--- src/rtl/draw_bg_rom_pkg.sv ---
// bg_pkg: shared constants and types for the scrolling background renderer.
//
// Contents
//   H_ACTIVE / V_ACTIVE : visible raster size in pixels
//   ROM_AW              : background ROM address width ({y[9:0], x[9:0]})
//   RGB_W               : pixel colour width ({r,g,b}, 4 bits each)
//   BG_LATENCY          : clock cycles from the VGA inputs to the outputs
//   AXIS_W              : width of one ROM address axis
//   timing_t            : the VGA timing bundle carried alongside the pixel
//   in_active()         : true when a counter pair lies inside the visible raster
package bg_pkg;

  localparam int H_ACTIVE   = 1024;
  localparam int V_ACTIVE   = 768;
  localparam int ROM_AW     = 20;
  localparam int RGB_W      = 12;
  localparam int BG_LATENCY = 3;
  localparam int AXIS_W     = 10;

  // Field order fixes the bit layout of the delay-line bus (26 bits).
  typedef struct packed {
    logic [10:0] hcount;
    logic [10:0] vcount;
    logic        hsync;
    logic        hblnk;
    logic        vsync;
    logic        vblnk;
  } timing_t;

  localparam int TIMING_W = $bits(timing_t);

  function automatic logic in_active(input logic [10:0] h, input logic [10:0] v);
    return (h < 11'(H_ACTIVE)) && (v < 11'(V_ACTIVE));
  endfunction

endpackage

--- src/rtl/draw_bg_rom_sig_delay.sv ---
// sig_delay: fixed-depth shift register used to align a bus with a pipeline.
//
// Parameters
//   WIDTH : bus width in bits
//   DEPTH : number of register stages (>= 1); dout equals din DEPTH cycles ago
// Ports
//   clk  : clock
//   rst  : asynchronous active-high reset, clears every stage to 0
//   din  : bus entering the delay line
//   dout : bus leaving the delay line
module sig_delay #(
  parameter int WIDTH = 26,
  parameter int DEPTH = 3
) (
  input  logic             clk,
  input  logic             rst,
  input  logic [WIDTH-1:0] din,
  output logic [WIDTH-1:0] dout
);

  logic [WIDTH-1:0] pipe [DEPTH];

  always_ff @(posedge clk or posedge rst) begin
    if (rst) begin
      for (int i = 0; i < DEPTH; i++) pipe[i] <= '0;
    end else begin
      pipe[0] <= din;
      for (int i = 1; i < DEPTH; i++) pipe[i] <= pipe[i-1];
    end
  end

  assign dout = pipe[DEPTH-1];

endmodule

--- src/rtl/draw_bg_rom.sv ---
// draw_bg_rom: paints a background image held in an external ROM onto the
// VGA raster, optionally scrolling it horizontally by SCROLL_STEP pixels on
// every frame.
//
// Build option
//   DRAW_BG_SCROLL_EN : when defined, a vsync rising-edge detector advances a
//                       10-bit horizontal offset once per frame. When
//                       undefined the offset is constant 0 and the x address
//                       is hcount_in[9:0]. Latency is the same in both builds.
//
// Pipeline (3 cycles, inputs -> outputs)
//   stage 1 : rom_address registered from the current counters
//   stage 2 : ROM returns rom_rgb (registered read inside the ROM)
//   stage 3 : rgb_out registered, forced to 0 off-screen or while blanking
//
// Ports
//   clk, rst                         : pixel clock, async active-high reset
//   hcount_in, vcount_in             : incoming VGA counters (11 bits)
//   hsync_in, hblnk_in, vsync_in,
//   vblnk_in                         : incoming VGA timing
//   rom_address                      : ROM address {y[9:0], x[9:0]}
//   rom_rgb                          : ROM data, valid one cycle after address
//   hcount_out .. vblnk_out          : timing delayed by 3 cycles
//   rgb_out                          : pixel colour {r,g,b}
//
// Handshake: none. The block is a free-running pipeline; every input cycle
// produces exactly one output cycle three clocks later.
import bg_pkg::*;

module draw_bg_rom #(
  parameter int SCROLL_STEP = 1
) (
  input  logic                clk,
  input  logic                rst,
  input  logic [10:0]         hcount_in,
  input  logic [10:0]         vcount_in,
  input  logic                hsync_in,
  input  logic                hblnk_in,
  input  logic                vsync_in,
  input  logic                vblnk_in,
  output logic [ROM_AW-1:0]   rom_address,
  input  logic [RGB_W-1:0]    rom_rgb,
  output logic [10:0]         hcount_out,
  output logic [10:0]         vcount_out,
  output logic                hsync_out,
  output logic                hblnk_out,
  output logic                vsync_out,
  output logic                vblnk_out,
  output logic [RGB_W-1:0]    rgb_out
);

  // ---------------------------------------------------------------------
  // Horizontal scroll offset
  // ---------------------------------------------------------------------
  logic [AXIS_W-1:0] offset;

`ifdef DRAW_BG_SCROLL_EN
  logic vsync_prev;
  logic vsync_rise;

  assign vsync_rise = vsync_in & ~vsync_prev;

  // The offset moves only on the vsync edge, which sits in vertical
  // blanking, so a visible line is always addressed with one offset.
  // Addresses formed on the edge cycle still use the old value.
  always_ff @(posedge clk or posedge rst) begin
    if (rst) begin
      vsync_prev <= 1'b0;
      offset     <= '0;
    end else begin
      vsync_prev <= vsync_in;
      if (vsync_rise) offset <= offset + AXIS_W'(SCROLL_STEP);
    end
  end
`else
  // Scrolling compiled out: the step is masked away so the offset is the
  // constant 0 whatever SCROLL_STEP holds.
  assign offset = AXIS_W'(SCROLL_STEP) & '0;
`endif

  // ---------------------------------------------------------------------
  // Stage 1: address generation
  // ---------------------------------------------------------------------
  logic              on_screen;
  logic [AXIS_W-1:0] x_addr;

  assign on_screen = in_active(hcount_in, vcount_in);
  // 10-bit add; the carry out is dropped so the image wraps at 1024.
  assign x_addr    = hcount_in[AXIS_W-1:0] + offset;

  // pass_d* tracks whether the pixel travelling down the pipe may show ROM
  // data. Being 0 out of reset also keeps rgb_out black until the first
  // real pixel arrives, whatever the ROM output register holds.
  logic pass_d1;
  logic pass_d2;

  always_ff @(posedge clk or posedge rst) begin
    if (rst) begin
      rom_address <= '0;
      pass_d1     <= 1'b0;
    end else begin
      rom_address <= on_screen ? {vcount_in[AXIS_W-1:0], x_addr} : '0;
      pass_d1     <= on_screen & ~hblnk_in & ~vblnk_in;
    end
  end

  // ---------------------------------------------------------------------
  // Stage 2/3: wait for ROM data, then register the colour
  // ---------------------------------------------------------------------
  always_ff @(posedge clk or posedge rst) begin
    if (rst) begin
      pass_d2 <= 1'b0;
      rgb_out <= '0;
    end else begin
      pass_d2 <= pass_d1;
      rgb_out <= pass_d2 ? rom_rgb : '0;
    end
  end

  // ---------------------------------------------------------------------
  // Timing alignment
  // ---------------------------------------------------------------------
  timing_t timing_in;
  timing_t timing_out;

  assign timing_in = '{hcount: hcount_in, vcount: vcount_in,
                       hsync: hsync_in, hblnk: hblnk_in,
                       vsync: vsync_in, vblnk: vblnk_in};

  sig_delay #(
    .WIDTH (TIMING_W),
    .DEPTH (BG_LATENCY)
  ) u_timing_delay (
    .clk  (clk),
    .rst  (rst),
    .din  (timing_in),
    .dout (timing_out)
  );

  assign hcount_out = timing_out.hcount;
  assign vcount_out = timing_out.vcount;
  assign hsync_out  = timing_out.hsync;
  assign hblnk_out  = timing_out.hblnk;
  assign vsync_out  = timing_out.vsync;
  assign vblnk_out  = timing_out.vblnk;

endmodule

--- config.mk ---
export PLATFORM = sky130hd
export DESIGN_NAME = draw_bg_rom
export DESIGN_NICKNAME = d
export VERILOG_FILES = /design/src/rtl/draw_bg_rom_pkg.sv /design/src/rtl/draw_bg_rom_sig_delay.sv /design/src/rtl/draw_bg_rom.sv
export SDC_FILE = /design/constraint.sdc
export NUM_CORES = 1
export LEC_CHECK = 0
export BUFFER_PORTS_ARGS = -buffer_cell sky130_fd_sc_hd__buf_2
export CAP_MARGIN = 30
export CORE_MARGIN = 5
export CORE_UTILIZATION = 50
export CTS_BUF_LIST = sky130_fd_sc_hd__clkbuf_4 sky130_fd_sc_hd__clkbuf_8
export CTS_CLUSTER_DIAMETER = 100
export CTS_CLUSTER_SIZE = 14
export DETAILED_ROUTE_END_ITERATION = 8
export HOLD_SLACK_MARGIN = 0.1
export PLACE_DENSITY = 0.83
export SYNTH_ARGS = -nofsm -noshare
export SYNTH_HDL_FRONTEND = slang
export SYNTH_HIERARCHICAL = 1
export SYNTH_SLANG_ARGS = --single-unit
--- constraint.sdc ---
create_clock -name clk -period 2.8 [get_ports clk]
set_clock_uncertainty 0.2 [all_clocks]
set_input_delay 0.14 -clock clk [delete_from_list [all_inputs] [get_ports clk]]
set_output_delay 0.14 -clock clk [all_outputs]
set_load 0.005 [all_outputs]
==> flow_summary.html <==
<table>
<tr><th>Metric</th><th>Value</th></tr>
<tr><th colspan="2">Die</th></tr>
<tr><td>Area of the die</td><td>8260 um2</td></tr>
<tr><td>Core area</td><td>6350 um2</td></tr>
<tr><td>Height of the chip</td><td>90.9 um</td></tr>
<tr><td>Site row count</td><td>29</td></tr>
<tr><td>I/O pin count</td><td>98</td></tr>
<tr><td>Die extent in x</td><td>90.9 um</td></tr>
<tr><td>Initial core utilization</td><td>51.5%</td></tr>
<tr><th colspan="2">Clocking</th></tr>
<tr><td>CTS clk-pin slew, worst paths</td><td>0.10 ns</td></tr>
<tr><td>Root cell of the clock tree</td><td>clkbuf_8</td></tr>
<tr><td>TritonCTS clock tree</td><td>built</td></tr>
<tr><td>Worst-Skew Late Latency</td><td>0.35 ns</td></tr>
<tr><td>Clock tree buffer depth</td><td>2</td></tr>
<tr><td>Number of clock sinks seen by CTS</td><td>112</td></tr>
<tr><td>Number of H-tree branching levels</td><td>3</td></tr>
<tr><td>Resized Gates After CTS</td><td>0</td></tr>
<tr><td>Num CTS Buffers</td><td>9</td></tr>
<tr><th colspan="2">Detailed routing</th></tr>
<tr><td>Number of vias in the routed layout</td><td>1655</td></tr>
<tr><td>Number of nets with antenna violations after routing</td><td>0</td></tr>
<tr><td>WL per Instance</td><td>14.4 um</td></tr>
<tr><td>First-pass iteration count of the detailed router</td><td>3</td></tr>
<tr><td>Routed vias/inst</td><td>4.33</td></tr>
<tr><td>Total detailed-routing wirelength</td><td>5510 um</td></tr>
<tr><td>1st-iter DRT viols</td><td>32</td></tr>
<tr><td>Post-route DRC</td><td>0</td></tr>
<tr><th colspan="2">Timing</th></tr>
<tr><td>Summed negative setup slack over all endpoints</td><td>0 ns</td></tr>
<tr><td>Pin slew with the least headroom to its limit</td><td>0.606 ns</td></tr>
<tr><td>Worst relative slew slack</td><td>59.5%</td></tr>
<tr><td>Pins Over Slew Limit</td><td>0</td></tr>
<tr><td>Hold violation total from the final report</td><td>0</td></tr>
<tr><td>Final worst path period share</td><td>77.6%</td></tr>
<tr><td>Time the worst path needs with I/O delays and setup</td><td>2.17 ns</td></tr>
<tr><td>Setup violations, final</td><td>0</td></tr>
<tr><td>Unrepaired setup endpoints after global routing</td><td>no</td></tr>
<tr><td>Peak clock frequency supported by timing</td><td>460 MHz</td></tr>
<tr><th colspan="2">Worst setup path</th></tr>
<tr><td>R2R Path Start</td><td>pass_d2</td></tr>
<tr><td>Crit Path Max Fanout</td><td>19</td></tr>
<tr><td>Cell with the largest stage delay on the worst path</td><td>dlygate4sd3_1</td></tr>
<tr><td>Worst Path Arrival</td><td>2.25 ns</td></tr>
<tr><td>Most repeated library cell on the critical path</td><td>dlygate4sd3_1</td></tr>
<tr><td>Minimum setup slack among reg-to-reg paths</td><td>1.79 ns</td></tr>
<tr><td>Critical path type</td><td>in -&gt; reg</td></tr>
<tr><td>Worst flop-to-flop path endpoint</td><td>rgb_out[11]</td></tr>
<tr><td>Worst Reg2Reg Path Length in Cells</td><td>1</td></tr>
<tr><td>Crit path capture type</td><td>flip-flop</td></tr>
<tr><td>Data required time of the critical path</td><td>2.88 ns</td></tr>
<tr><td>CP Launch Type</td><td>input port</td></tr>
<tr><td>Slowest Stage Delay on Critical Path</td><td>0.96 ns</td></tr>
<tr><td>Crit path cell chain</td><td>dlygate4sd3_1 -&gt; buf_2 -&gt; a211oi_4 -&gt; dlygate4sd3_1 -&gt; nor3b_1</td></tr>
<tr><th colspan="2">Synth</th></tr>
<tr><td>Multiplexer area fraction after synthesis</td><td>0%</td></tr>
<tr><td>Area share of the largest cell type after synthesis</td><td>85.7%</td></tr>
<tr><td>Library cells used by synthesis</td><td>10</td></tr>
<tr><td>Share of synthesized registers carrying an async set or reset</td><td>100%</td></tr>
<tr><td>Post-synth net total</td><td>216</td></tr>
<tr><td>Simple logic cell fraction of the synthesized area</td><td>7.04%</td></tr>
<tr><td>Dominant combinational cell family by area after synthesis</td><td>simple AND/OR/NAND/NOR gates</td></tr>
<tr><td>Compound-Gate Fraction of Synth Area</td><td>0.612%</td></tr>
<tr><td>Area of the mapped netlist</td><td>3270 um2</td></tr>
<tr><td>Largest cells by area after synthesis</td><td>dfrtp_1 86%, buf_4 6.0%, and2_2 3.2%</td></tr>
<tr><td>Most common cell in the synthesized netlist</td><td>dfrtp_1</td></tr>
<tr><td>EDFF count, synth</td><td>0</td></tr>
<tr><td>Adder-cell share of the synthesized area</td><td>0%</td></tr>
<tr><td>Post-synthesis sequential element count</td><td>112</td></tr>
<tr><td>Cells after Synth</td><td>176</td></tr>
<tr><td>Parity-gate share of the synthesized area counting xor and xnor cells</td><td>0%</td></tr>
<tr><td>Seq/Total Area, Yosys</td><td>85.7%</td></tr>
<tr><td>Post-Syn Area per Cell</td><td>18.6 um2</td></tr>
<tr><td>Top cells by count, synth</td><td>112 x dfrtp_1, 26 x buf_4, 16 x and2_1</td></tr>
<tr><td>Ys flop type</td><td>dfrtp_1</td></tr>
<tr><td>Warning count from the yosys run</td><td>6</td></tr>
<tr><td>Cell type contributing the most total cell area after synthesis</td><td>dfrtp_1</td></tr>
<tr><th colspan="2">Final layout</th></tr>
<tr><td>Final #Nets</td><td>340</td></tr>
<tr><td>Fraction of layout cells with a size suffix above 1</td><td>43.3%</td></tr>
<tr><td>Area grow syn2layout</td><td>30.1%</td></tr>
<tr><td>Antenna cells</td><td>0</td></tr>
<tr><td>Count of fill cells added during filler insertion</td><td>432</td></tr>
<tr><td>Final cell area excluding filler cells</td><td>4260 um2</td></tr>
<tr><th colspan="2">GRT</th></tr>
<tr><td>Number of antenna violations at the first check in global routing</td><td>0</td></tr>
<tr><td>First-pass GRT wire length</td><td>9010 um</td></tr>
<tr><td>GR Overflow Total</td><td>0</td></tr>
<tr><td>Maximum number of pins on one net before global-route repair</td><td>47</td></tr>
<tr><td>GRT Resource Usage Total</td><td>14.4%</td></tr>
<tr><td>Via count of the first global-routing pass</td><td>1815</td></tr>
<tr><th colspan="2">Power</th></tr>
<tr><td>Clock group share of total power</td><td>31.4%</td></tr>
<tr><td>Total net switching power</td><td>610 uW</td></tr>
<tr><td>Total power density per cell area</td><td>639 nW/um2</td></tr>
<tr><td>Cell Int Power</td><td>2.11 mW</td></tr>
<tr><td>Switching Fraction</td><td>22.5%</td></tr>
<tr><td>Highest ir drop seen on vdd</td><td>0.398 mV</td></tr>
<tr><td>Share of power burned in combinational logic</td><td>6.0%</td></tr>
<tr><td>Total power draw</td><td>2.72 mW</td></tr>
<tr><td>Leakage power</td><td>2.20 nW</td></tr>
<tr><td>Sequential Power Share</td><td>62.6%</td></tr>
<tr><th colspan="2">Status</th></tr>
<tr><td>Run status</td><td>finished clean</td></tr>
<tr><th colspan="2">Hold path</th></tr>
<tr><td>Worst Hold End</td><td>u_timing_delay/pipe[37]</td></tr>
<tr><td>Cell depth of the worst hold path</td><td>0</td></tr>
<tr><td>Tightest Hold Check Type</td><td>reg -&gt; reg</td></tr>
<tr><td>Launch point of the worst hold path</td><td>u_timing_delay/pipe[63]</td></tr>
<tr><th colspan="2">Place</th></tr>
<tr><td>Number of I/O port buffers</td><td>97</td></tr>
<tr><td>Final HPWL DP</td><td>3450 um</td></tr>
<tr><td>Post-Place Cell Area</td><td>3670 um2</td></tr>
<tr><td>Routability Congestion</td><td>0.705</td></tr>
<tr><th colspan="2">Run</th></tr>
<tr><td>Number of max-cap violations</td><td>0</td></tr>
</table>
stage by stage:
stage                     hold WS, ns  util (%)  cells  setup slack [ns]
after floorplan               -0.0286         -    176             0.465
after global placement         -0.198      57.7    325              1.34
after detailed placement       -0.195      57.7    325              1.30
after CTS                       0.152      67.0    382             0.589
after global routing            0.143      67.0    382             0.500
final                           0.148      67.0    382             0.628
registers in the layout, indices dropped and copies added, names as in the netlist:
name	cells
u_timing_delay/dout	26
pass_d2	1
pass_d1	1
u_timing_delay/pipe	52
rgb_out	12
rom_address	20
kinds of logic after synthesis:
logic type / Yosys count
flip-flops: 112
AND/OR/NAND/NOR: 33
AO/OA/AOI/OAI: 1
buffers and inverters: 30
worst max-delay path: cells and delay by family:
family,cells,cell delay (ns)
AOI/OAI and AO/OA,1,0.21
buffers and inverters,3,1.64
and+or+nand+nor,1,0.25
power by group through the flow:
stage,sequential (mW),combinational [mW],clock (mW)
after CTS,1.70,0.168,0.893
final,1.70,0.164,0.853
after global placement,1.73,0.120,0
after detailed placement,1.74,0.124,0
after global routing,1.71,0.185,0.950
after floorplan,1.73,0.0684,0
routing by layer:
layer	vias up	wire length (um)	track usage [%]
met4	0	95	7.33
met2	59	3040	24.6
li1	762	-	-
met1	824	2030	16.4
met3	10	349	4.08
met5	-	0	0
what timing repair did:
item / 4_1_cts / 5_1_grt
buffers inserted: 0 / 0
hold endpoints to repair: 151 / 0
hold buffers: 41 / 0
final cells by class:
class	count	area, um2	share of cell area (%)
clock buffers	9	124	2.91
clock inverters	7	56.3	1.32
inverters	2	8.76	0.206
multi-input cells	34	250	5.88
flip-flops and latches	112	2800	65.8
well taps	77	96.3	2.26
repair buffers	141	918	21.6
placed cells by master (no fill, tap or decap):
master / n
inv_8: 1
inv_1: 1
dlygate4sd3_1: 41
a211oi_4: 1
and2_2: 14
clkbuf_8: 9
buf_2: 97
and2_1: 16
inv_6: 1
nor3b_1: 1
nor4b_1: 2
clkinv_2: 3
buf_4: 3
dfrtp_1: 112
clkinv_4: 3
worst max-delay path by stage:
stage,from,to,slack (ns),cells past startpoint
2_1_floorplan,rst,u_timing_delay/dout[0],0.46,1
3_3_place_gp,vcount_in[8],pass_d1,1.34,3
3_5_place_dp,vcount_in[8],pass_d1,1.30,3
4_1_cts,vcount_in[8],pass_d1,0.59,5
5_1_grt,vcount_in[8],pass_d1,0.50,5
6_report,vcount_in[8],pass_d1,0.63,5
(Power assumes the default switching activity.)
